### src/rtl/opsum_requant_packer_if.sv
// Stream bundle for opsum_requant_packer: opsum input stream from the PE
// and packed ofmap output stream toward the GLB writer.
// master = the side that produces opsums and consumes ofmap words.
// slave  = the requant/packer block.
interface opsum_requant_packer_if;
    logic [31:0] opsum_in;
    logic        opsum_in_last;
    logic        opsum_in_valid;
    logic        opsum_in_ready;
    logic [31:0] ofmap_out;
    logic [3:0]  ofmap_keep;
    logic        ofmap_valid;
    logic        ofmap_ready;

    modport master (
        output opsum_in, opsum_in_last, opsum_in_valid, ofmap_ready,
        input  opsum_in_ready, ofmap_out, ofmap_keep, ofmap_valid
    );

    modport slave (
        input  opsum_in, opsum_in_last, opsum_in_valid, ofmap_ready,
        output opsum_in_ready, ofmap_out, ofmap_keep, ofmap_valid
    );
endinterface

### src/rtl/opsum_requant_packer.sv
// opsum_requant_packer
// Requantizes signed 32-bit opsums to int8 (multiply, round-half-up
// arithmetic shift, saturate), re-biases to uint8 (XOR 0x80) and packs
// four bytes per 32-bit ofmap word. A "last" opsum flushes a partial word.
// Pipeline: S1 multiply register -> S2 requant + pack slot -> output register.
// Every stage advances together on adv = !ofmap_valid | ofmap_ready.
// Optional feature: define OPSUM_RELU_EN to clamp to [0,127] instead of
// the full int8 range.
module opsum_requant_packer #(
    parameter int SCALE_BITS = 16,
    parameter int CNT_BITS   = 16
) (
    input  logic                  clk,
    input  logic                  rst,
    input  logic                  cfg_load,
    input  logic [SCALE_BITS-1:0] cfg_scale,
    input  logic [4:0]            cfg_shift,
    opsum_requant_packer_if.slave bus,
    output logic                  busy,
    output logic [CNT_BITS-1:0]   word_cnt
);
    // Product kept one bit wider than the strict 32+SCALE_BITS so the full
    // multiply result is stored without a dropped (unused) top bit.
    localparam int PROD_W = 33 + SCALE_BITS;

    // Configuration and counter state
    logic [SCALE_BITS-1:0] scale_q, scale_d;
    logic [4:0]            shift_q, shift_d;
    logic [CNT_BITS-1:0]   cnt_q, cnt_d;

    // S1 state
    logic                  v1_q, v1_d;
    logic                  last1_q, last1_d;
    logic signed [PROD_W-1:0] prod_q, prod_d;

    // Pack state
    logic [1:0]            idx_q, idx_d;
    logic [7:0]            slot_q [3];
    logic [7:0]            slot_d [3];

    // Output register
    logic [31:0]           out_q, out_d;
    logic [3:0]            keep_q, keep_d;
    logic                  valid_q, valid_d;

    logic                  adv;
    logic signed [PROD_W-1:0] prod_full;
    logic signed [PROD_W:0]   rnd;
    logic signed [PROD_W:0]   sum;
    logic signed [PROD_W:0]   shifted;
    logic [7:0]            q_byte;
    logic [7:0]            new_byte;
    logic [7:0]            lane [4];
    logic [3:0]            keep_next;

    assign adv       = !valid_q | bus.ofmap_ready;
    assign prod_full = $signed(bus.opsum_in) * $signed({1'b0, scale_q});

    // S1: capture the product of an accepted opsum, or drain the stage
    always_comb begin
        v1_d    = v1_q;
        last1_d = last1_q;
        prod_d  = prod_q;
        if (adv) begin
            v1_d = bus.opsum_in_valid;
            if (bus.opsum_in_valid) begin
                prod_d  = prod_full;
                last1_d = bus.opsum_in_last;
            end
        end
    end

    // S2: round-half-up arithmetic shift, saturate, re-bias to uint8
    always_comb begin
        rnd = '0;
        if (shift_q != 5'd0) begin
            rnd[shift_q - 5'd1] = 1'b1;
        end
        sum     = {prod_q[PROD_W-1], prod_q} + rnd;
        shifted = sum >>> shift_q;
`ifdef OPSUM_RELU_EN
        if (shifted < 0) begin
            q_byte = 8'h00;
        end else if (shifted > 127) begin
            q_byte = 8'h7F;
        end else begin
            q_byte = shifted[7:0];
        end
`else
        if (shifted > 127) begin
            q_byte = 8'h7F;
        end else if (shifted < -128) begin
            q_byte = 8'h80;
        end else begin
            q_byte = shifted[7:0];
        end
`endif
        new_byte = q_byte ^ 8'h80;
    end

    // Word assembly: lanes below idx come from slots, lane idx is the
    // incoming byte, lanes above idx are zero; keep covers lanes 0..idx.
    for (genvar gi = 0; gi < 4; gi++) begin : g_lane
        if (gi < 3) begin : g_slot_lane
            assign lane[gi] = (idx_q > 2'(gi))  ? slot_q[gi] :
                              (idx_q == 2'(gi)) ? new_byte   : 8'h00;
        end else begin : g_top_lane
            assign lane[gi] = (idx_q == 2'd3) ? new_byte : 8'h00;
        end
        assign keep_next[gi] = (idx_q >= 2'(gi));
    end

    // Pack slots and output register update
    always_comb begin
        idx_d   = idx_q;
        slot_d  = slot_q;
        out_d   = out_q;
        keep_d  = keep_q;
        valid_d = valid_q;
        if (valid_q && bus.ofmap_ready) begin
            valid_d = 1'b0;
        end
        if (adv && v1_q) begin
            if (idx_q == 2'd3 || last1_q) begin
                out_d   = {lane[3], lane[2], lane[1], lane[0]};
                keep_d  = keep_next;
                valid_d = 1'b1;
                idx_d   = 2'd0;
            end else begin
                for (int i = 0; i < 3; i++) begin
                    if (idx_q == 2'(i)) begin
                        slot_d[i] = new_byte;
                    end
                end
                idx_d = idx_q + 2'd1;
            end
        end
    end

    // Configuration latch (idle only) and emitted-word counter
    always_comb begin
        scale_d = scale_q;
        shift_d = shift_q;
        cnt_d   = cnt_q;
        if (cfg_load && !busy) begin
            scale_d = cfg_scale;
            shift_d = cfg_shift;
            cnt_d   = '0;
        end else if (valid_q && bus.ofmap_ready) begin
            cnt_d = cnt_q + CNT_BITS'(1);
        end
    end

    // State registers; reset discards all in-flight data
    always_ff @(posedge clk or posedge rst) begin
        if (rst) begin
            scale_q <= '0;
            shift_q <= '0;
            cnt_q   <= '0;
            v1_q    <= 1'b0;
            last1_q <= 1'b0;
            prod_q  <= '0;
            idx_q   <= 2'd0;
            slot_q  <= '{default: 8'h00};
            out_q   <= '0;
            keep_q  <= '0;
            valid_q <= 1'b0;
        end else begin
            scale_q <= scale_d;
            shift_q <= shift_d;
            cnt_q   <= cnt_d;
            v1_q    <= v1_d;
            last1_q <= last1_d;
            prod_q  <= prod_d;
            idx_q   <= idx_d;
            slot_q  <= slot_d;
            out_q   <= out_d;
            keep_q  <= keep_d;
            valid_q <= valid_d;
        end
    end

    assign bus.opsum_in_ready = adv;
    assign bus.ofmap_out      = out_q;
    assign bus.ofmap_keep     = keep_q;
    assign bus.ofmap_valid    = valid_q;
    assign busy               = v1_q | (idx_q != 2'd0) | valid_q;
    assign word_cnt           = cnt_q;
endmodule

### src/flat_wrapper.sv
// flat-port wrapper written by rule: the top's interface ports become plain ports
module opsum_requant_packer_flat 
#(
    parameter int SCALE_BITS = 16,
    parameter int CNT_BITS   = 16
)
  (clk, rst, cfg_load, cfg_scale, cfg_shift, busy, word_cnt, bus_opsum_in, bus_opsum_in_last, bus_opsum_in_valid, bus_ofmap_ready, bus_opsum_in_ready, bus_ofmap_out, bus_ofmap_keep, bus_ofmap_valid);
  opsum_requant_packer_if bus_i ();
  input  logic clk;
  input  logic rst;
  input  logic cfg_load;
  input  logic [SCALE_BITS-1:0] cfg_scale;
  input  logic [4:0] cfg_shift;
  output logic busy;
  output logic [CNT_BITS-1:0] word_cnt;
  input wire logic [$bits(bus_i.opsum_in)-1:0] bus_opsum_in;
  input wire logic [$bits(bus_i.opsum_in_last)-1:0] bus_opsum_in_last;
  input wire logic [$bits(bus_i.opsum_in_valid)-1:0] bus_opsum_in_valid;
  input wire logic [$bits(bus_i.ofmap_ready)-1:0] bus_ofmap_ready;
  output wire logic [$bits(bus_i.opsum_in_ready)-1:0] bus_opsum_in_ready;
  output wire logic [$bits(bus_i.ofmap_out)-1:0] bus_ofmap_out;
  output wire logic [$bits(bus_i.ofmap_keep)-1:0] bus_ofmap_keep;
  output wire logic [$bits(bus_i.ofmap_valid)-1:0] bus_ofmap_valid;
  assign bus_i.opsum_in = bus_opsum_in;
  assign bus_i.opsum_in_last = bus_opsum_in_last;
  assign bus_i.opsum_in_valid = bus_opsum_in_valid;
  assign bus_i.ofmap_ready = bus_ofmap_ready;
  assign bus_opsum_in_ready = bus_i.opsum_in_ready;
  assign bus_ofmap_out = bus_i.ofmap_out;
  assign bus_ofmap_keep = bus_i.ofmap_keep;
  assign bus_ofmap_valid = bus_i.ofmap_valid;
  opsum_requant_packer #(.SCALE_BITS(SCALE_BITS), .CNT_BITS(CNT_BITS)) u_core (.clk(clk), .rst(rst), .cfg_load(cfg_load), .cfg_scale(cfg_scale), .cfg_shift(cfg_shift), .bus(bus_i), .busy(busy), .word_cnt(word_cnt));
endmodule
### config.mk
export PLATFORM = sky130hd
export DESIGN_NAME = opsum_requant_packer_flat
export DESIGN_NICKNAME = d
export VERILOG_FILES = /design/src/rtl/opsum_requant_packer_if.sv /design/src/rtl/opsum_requant_packer.sv /design/src/flat_wrapper.sv
export SDC_FILE = /design/constraint.sdc
export NUM_CORES = 2
export LEC_CHECK = 0
export ABC_AREA = 1
export BUFFER_PORTS_ARGS = -buffer_cell sky130_fd_sc_hd__buf_2
export CORE_AREA = 8 8 280 228
export DETAILED_ROUTE_END_ITERATION = 10
export DIE_AREA = 0 0 288 236
export HOLD_SLACK_MARGIN = 0.05
export PLACE_DENSITY = 0.75
export SLEW_MARGIN = 20
export SYNTH_ARGS = -nofsm -noshare
export SYNTH_HDL_FRONTEND = slang
export SYNTH_SLANG_ARGS = --single-unit
### constraint.sdc
create_clock -name clk -period 6.4 [get_ports clk]
set_input_delay 1.28 -clock clk [delete_from_list [all_inputs] [get_ports clk]]
set_output_delay 1.28 -clock clk [all_outputs]
set_load 0.005 [all_outputs]
## Yosys cells after proc, flatten, opt, wreduce, memory -nomap -nowiden

Cells that the tools add are included.

- Word-level logic and storage cells: 72
- Bits of input ports: 59
- Output and inout port bits: 55
- Bits in registers: 151

- Eq/ne operators: 3
- $lt $le $gt $ge: 11
- Reduce and logical (&&, ||, !) cells: 16
- Muxes and demuxes: 18
- Bitwise logic cells: 5
- Add/sub/neg operators: 4
- Multipliers: 1
- Shifts and indexed selects: 1

Operators by type and width:

| kind | number |
|---|---|
| two-way mux 8 bit | 9 |
| adder 49 x 33 -> 50 bit | 1 |
| greater-than comparator 50 x 8 -> 1 bit, second input constant | 1 |
| less-than comparator 50 x 8 -> 1 bit, second input constant | 1 |
| >>> shifter 50 x 5 -> 50 bit | 1 |
| multiplier 32 x 17 -> 49 bit | 1 |
| two-way mux 16 bit | 2 |
| two-way mux 32 bit | 1 |
| adder 16 x 1 -> 16 bit, second input constant | 1 |
| AND reduction 3 bit | 3 |
| less-than comparator 5 x 7 -> 1 bit, second input constant | 1 |
| demux 1 bit (select 5 bit) | 1 |
| >= comparator 5 x 1 -> 1 bit, second input constant | 1 |
| nonzero test 5 bit | 1 |
| subtractor 5 x 1 -> 5 bit, second input constant | 1 |
| == test 2 bit, second input constant | 2 |
| >= comparator 2 x 1 -> 1 bit, second input constant | 2 |
| >= comparator 2 bit, second input constant | 2 |
| greater-than comparator 2 x 1 -> 1 bit, second input constant | 2 |
| logical AND 1 bit | 4 |
| two-way mux 1 bit | 4 |
| AND reduction 2 bit | 2 |
| nonzero test 2 bit | 2 |
| OR 1 bit | 3 |
| other kinds (8) | 10 |

## Depth between registers and ports, before layout

- Word-level depth: 14
- Mapped depth: 42
- Gate-level depth less buffers: 40

## Least setup slack after synthesis

No wires, ideal clock.

- Path kind: input -> register
- Start point: input port bus_opsum_in[5]
- End point: register u_core.prod_q[35]
- Data required time: 6268 ps
- Setup time: 132 ps
- Path slack: -829 ps
- Arrival time: 7097 ps
- Stages on the path: 30
- Buffers on the path: 2
- Cells stage by stage: clkbuf_1 clkbuf_1 nand2_1 fa_1 inv_1 fa_1 inv_1 fa_1 inv_1 fa_1 inv_1 fa_1 inv_1 fa_1 ha_1 nand2_1 o21ai_0 nand2_1 o2111ai_1 a21oi_1 o21ai_0 nand4_1 nand2_1 inv_1 o31ai_1 nand2_1 nand2_1 nand2_1 nand3_1 o21ai_0

- Word-level cells in the longest chain between the ends: 1

Ends and longest elaborated chain:

| element | RTL line | text |
|---|---|---|
| start, declared | flat_wrapper.sv:16 | `input wire logic [$bits(bus_i.opsum_in)-1:0] bus_opsum_in;` |
| multiplier 32 x 17 -> 49 bit | opsum_requant_packer.sv:57 | `assign prod_full = $signed(bus.opsum_in) * $signed({1'b0, scale_q});` |
| end signal, assigned | opsum_requant_packer.sv:174 | `prod_q <= prod_d;` |
| end, declared | opsum_requant_packer.sv:34 | `logic signed [PROD_W-1:0] prod_q, prod_d;` |

Every way passes these cells.
A chain may end at the register's enable or synchronous reset.

## Worst setup path after layout

- Start point: input port bus_opsum_in[19]
- End point: register u_core.prod_q[47]

The elaborated chain is that of the path after synthesis.

==> results.py <==
metrics = {
    "detailed_routing": {
        "ant_nets": 0,
        "drt_first_iter_violations": 2882,
        "drcViolationCount": 0,
        "vias": 30700,
        "drt-vias-per-instance": 5.32,
        "finalWirelength_mm": 95.9,
        "wl_per_cell_um": 16.6,
        "drtPass1Iterations": 6,
    },
    "floorplanning": {
        "rows": 80,
        "io_pins": 114,
        "initial_core_util": 0.547,
        "coreArea_mm2": 0.0591,
        "fp.dieH_um": 236,
        "dieArea_mm2": 0.0680,
        "die_w_um": 288,
    },
    "flow_run": {
        "max_cap_viol_count": 0,
    },
    "sta": {
        "slew_headroom": 0.325,
        "fin_ws_ns": -0.0248,
        "period_needed_ns": 6.42,
        "tightest_slew_ns": 1.01,
        "fmax_mhz": 156,
        "fin_skew_ns": 0.0257,
        "slew_violations": 0,
        "rsz0062_at_grt": "true",
        "setup_viol": 2,
        "timing.final.crit_share": 1.00,
        "hold_violations": 0,
    },
    "synthesis": {
        "synth_flop_cell": "dfrtp_1",
        "synth_top_area_frac": 0.304,
        "synth_xor_area_frac": 0.0111,
        "synth_area_leaders": "fa_1 30%, nand2_1 18%, inv_1 12%, dfrtp_1 12%, nand3_1 7.3%",
        "synth_compound_area_frac": 0.0519,
        "synth_top_family_by_area": "adder cells",
        "synth_edf_count": 0,
        "synthAdderAreaFrac": 0.364,
        "synth.area.mux_share": 0.000658,
        "syn-cell-area_mm2": 0.0323,
        "synth-async-reset-ratio": 1.00,
        "synth_simple_gate_area_frac": 0.306,
        "synth_fp_nets": 5473,
        "yosysTopAreaCell": "fa_1",
        "avgSynthCellArea_um2": 6.77,
        "seq_area_frac_synth": 0.117,
        "synth_cells": 4769,
        "synth_cell_types": 47,
        "yosys_register_bits": 151,
        "yosysWarningCount": 0,
    },
    "final_layout": {
        "final_util": 0.642,
        "syn_to_final_growth_pct": 17.4,
        "n_fill_cell": 5115,
        "nets": 5685,
        "drive_gt1_frac": 0.160,
    },
    "placement": {
        "place_congestion": 1.01,
        "port-buffer-count": 113,
        "dpl.hpwl_mm": 77.4,
    },
    "cts": {
        "cts_root_buffer": "clkbuf_16",
        "clock_latency_ns": 0.46,
        "cts_inserted_buffers": 17,
        "numClockSinks": 151,
        "clk_pin_slew_ns": 0.07,
        "cts_tree": "built",
        "cts_hold_buf": 0,
        "clk_path_buf_depth": 2,
        "ctsHtreeMaxLevel": 4,
    },
    "critical_path": {
        "crit_arrival_ns": 6.73,
        "start_kind": "input pin",
        "crit_path_max_fanout": 7,
        "cp.required_ns": 6.71,
        "cp-end-kind": "flop",
        "slowest_delay_ns": 0.56,
        "crit_top_cell": "fa_1",
        "crit_type": "in2reg",
        "cpMaxStageDelayCell": "fa_1",
    },
    "outcome": {
        "status": "finished with violations",
        "violations": "negative setup slack",
    },
    "grt": {
        "antenna_found_initial": 2,
        "grt_pass1_wl_mm": 157,
        "grt_util_all_layers": 0.282,
        "grt_pass1_vias": 30600,
        "grt.overflow.total": 0,
        "grt_max_degree": 99,
    },
    "min_path": {
        "hp-class": "reg2reg",
    },
}
## metal layers
| layer | wire [um] | track usage | vias to the layer above | part of all wire |
|---|---|---|---|---|
| met5 | 0 | 0 | - | 0 |
| met4 | 1790 | 0.0545 | 0 | 0.019 |
| met3 | 7840 | 0.0503 | 150 | 0.082 |
| met2 | 43500 | 0.446 | 1172 | 0.45 |
| met1 | 42700 | 0.407 | 14700 | 0.45 |
| li1 | - | - | 14600 | - |
## cells in the final DEF (no fill, tap or decap), types with 45 or more instances in the layout
cell / n
o21ai_0: 84
nand3_1: 459
nand2_2: 62
ha_1: 121
fa_1: 470
a21oi_1: 90
inv_2: 45
nor2_1: 224
nand2_1: 1447
buf_2: 83
inv_1: 988
buf_4: 261
dfrtp_1: 147
## final cells by class
cell class,count,area [um2],share of cell area
clock buffer,17,425,0.0112
clock inverter,15,225,0.00594
tap,779,975,0.0257
inverter,1041,3910,0.103
multi-input combinational,3351,25000,0.660
antenna,1,2.50,0.0000660
timing repair buffer,419,3580,0.0944
sequential,151,3780,0.0998
## path summary, 6_finish.rpt
kind                                             to  slack [ns]                      from  cells after the start
max reg2reg                       u_core.prod_q[45]        0.17         u_core.scale_q[5]                     26
min in group asynchronous        u_core.word_cnt[4]        1.02                       rst                      2
min                        u_core.bus.ofmap_keep[2]        0.48  u_core.bus.ofmap_keep[2]                      2
min reg2reg                u_core.bus.ofmap_keep[2]        0.48  u_core.bus.ofmap_keep[2]                      2
max in group asynchronous         u_core.prod_q[16]        4.09                       rst                      3
max                               u_core.prod_q[47]       -0.02          bus_opsum_in[19]                     26
## through the flow
stage               setup WS, ns  setup TNS (ns)  hold WS (ns)  cell area, um2  std cells
floorplan                 -0.238           -1.88         0.450           33500       4769
global route              -0.233           -2.39         0.510           37900       5773
CTS                      -0.0154         -0.0154         0.482           36800       5745
finish                   -0.0248         -0.0400         0.480           37900       5774
global placement          -0.792          -12.24         0.452           35900       5708
detailed placement        -0.898          -15.33         0.460           35900       5708
## critical path, delay by kind of cell
kind	cells	cell delay, ns
adders and majority gates	7	3.31
and+or+nand+nor	9	1.02
xor gates and xnor gates	1	0.16
AOI/OAI and AO/OA	3	0.39
buffers and inverters	6	0.54
## kinds of logic (layout without fill, tap and decap cells)
kind of cell    Yosys count  in the layout
xor+xnor                 41             41
mux                       2              2
simple gates           2362           2362
flops                   151            151
buf+inv                1267           1492
other cells               1              2
compound gates          300            300
fa+ha+maj               645            645
## synthesized netlist by cell type, drive strengths merged, types with 3 or more instances
master and n:
nand2 1533, or2 38, xor2 20, fa 490, dfrtp 151, nor2 258, a22oi 3, nand3 485
xnor2 21, buf 48, o21a 5, ha 155, nor3 11, a31oi 29, o21ai 114, inv 1034
nand4 32, a21oi 118, o211ai 9, o31ai 9, nand3b 4, clkbuf 178, clkinv 7, o221ai 4
## what timing repair did
item,4_1_cts,5_1_grt
setup buffers,5,24
gates cloned,0,4
setup endpoints to repair,20,23
resized for setup,61,228
pin swaps,42,146
## state kept, by name (all words and copies together), names as in the netlist
name,cells
u_core.scale_q,16
u_core.last1_q,1
u_core.shift_q,5
u_core.prod_q,49
u_core.bus.ofmap_valid,1
u_core.bus.ofmap_out,32
u_core.idx_q,2
u_core.word_cnt,16
u_core.bus.ofmap_keep,4
u_core.slot_q,24
u_core.v1_q,1
Power is not shown: default switching activity piles up to over one toggle a cycle in this logic, so the estimate is an artifact.
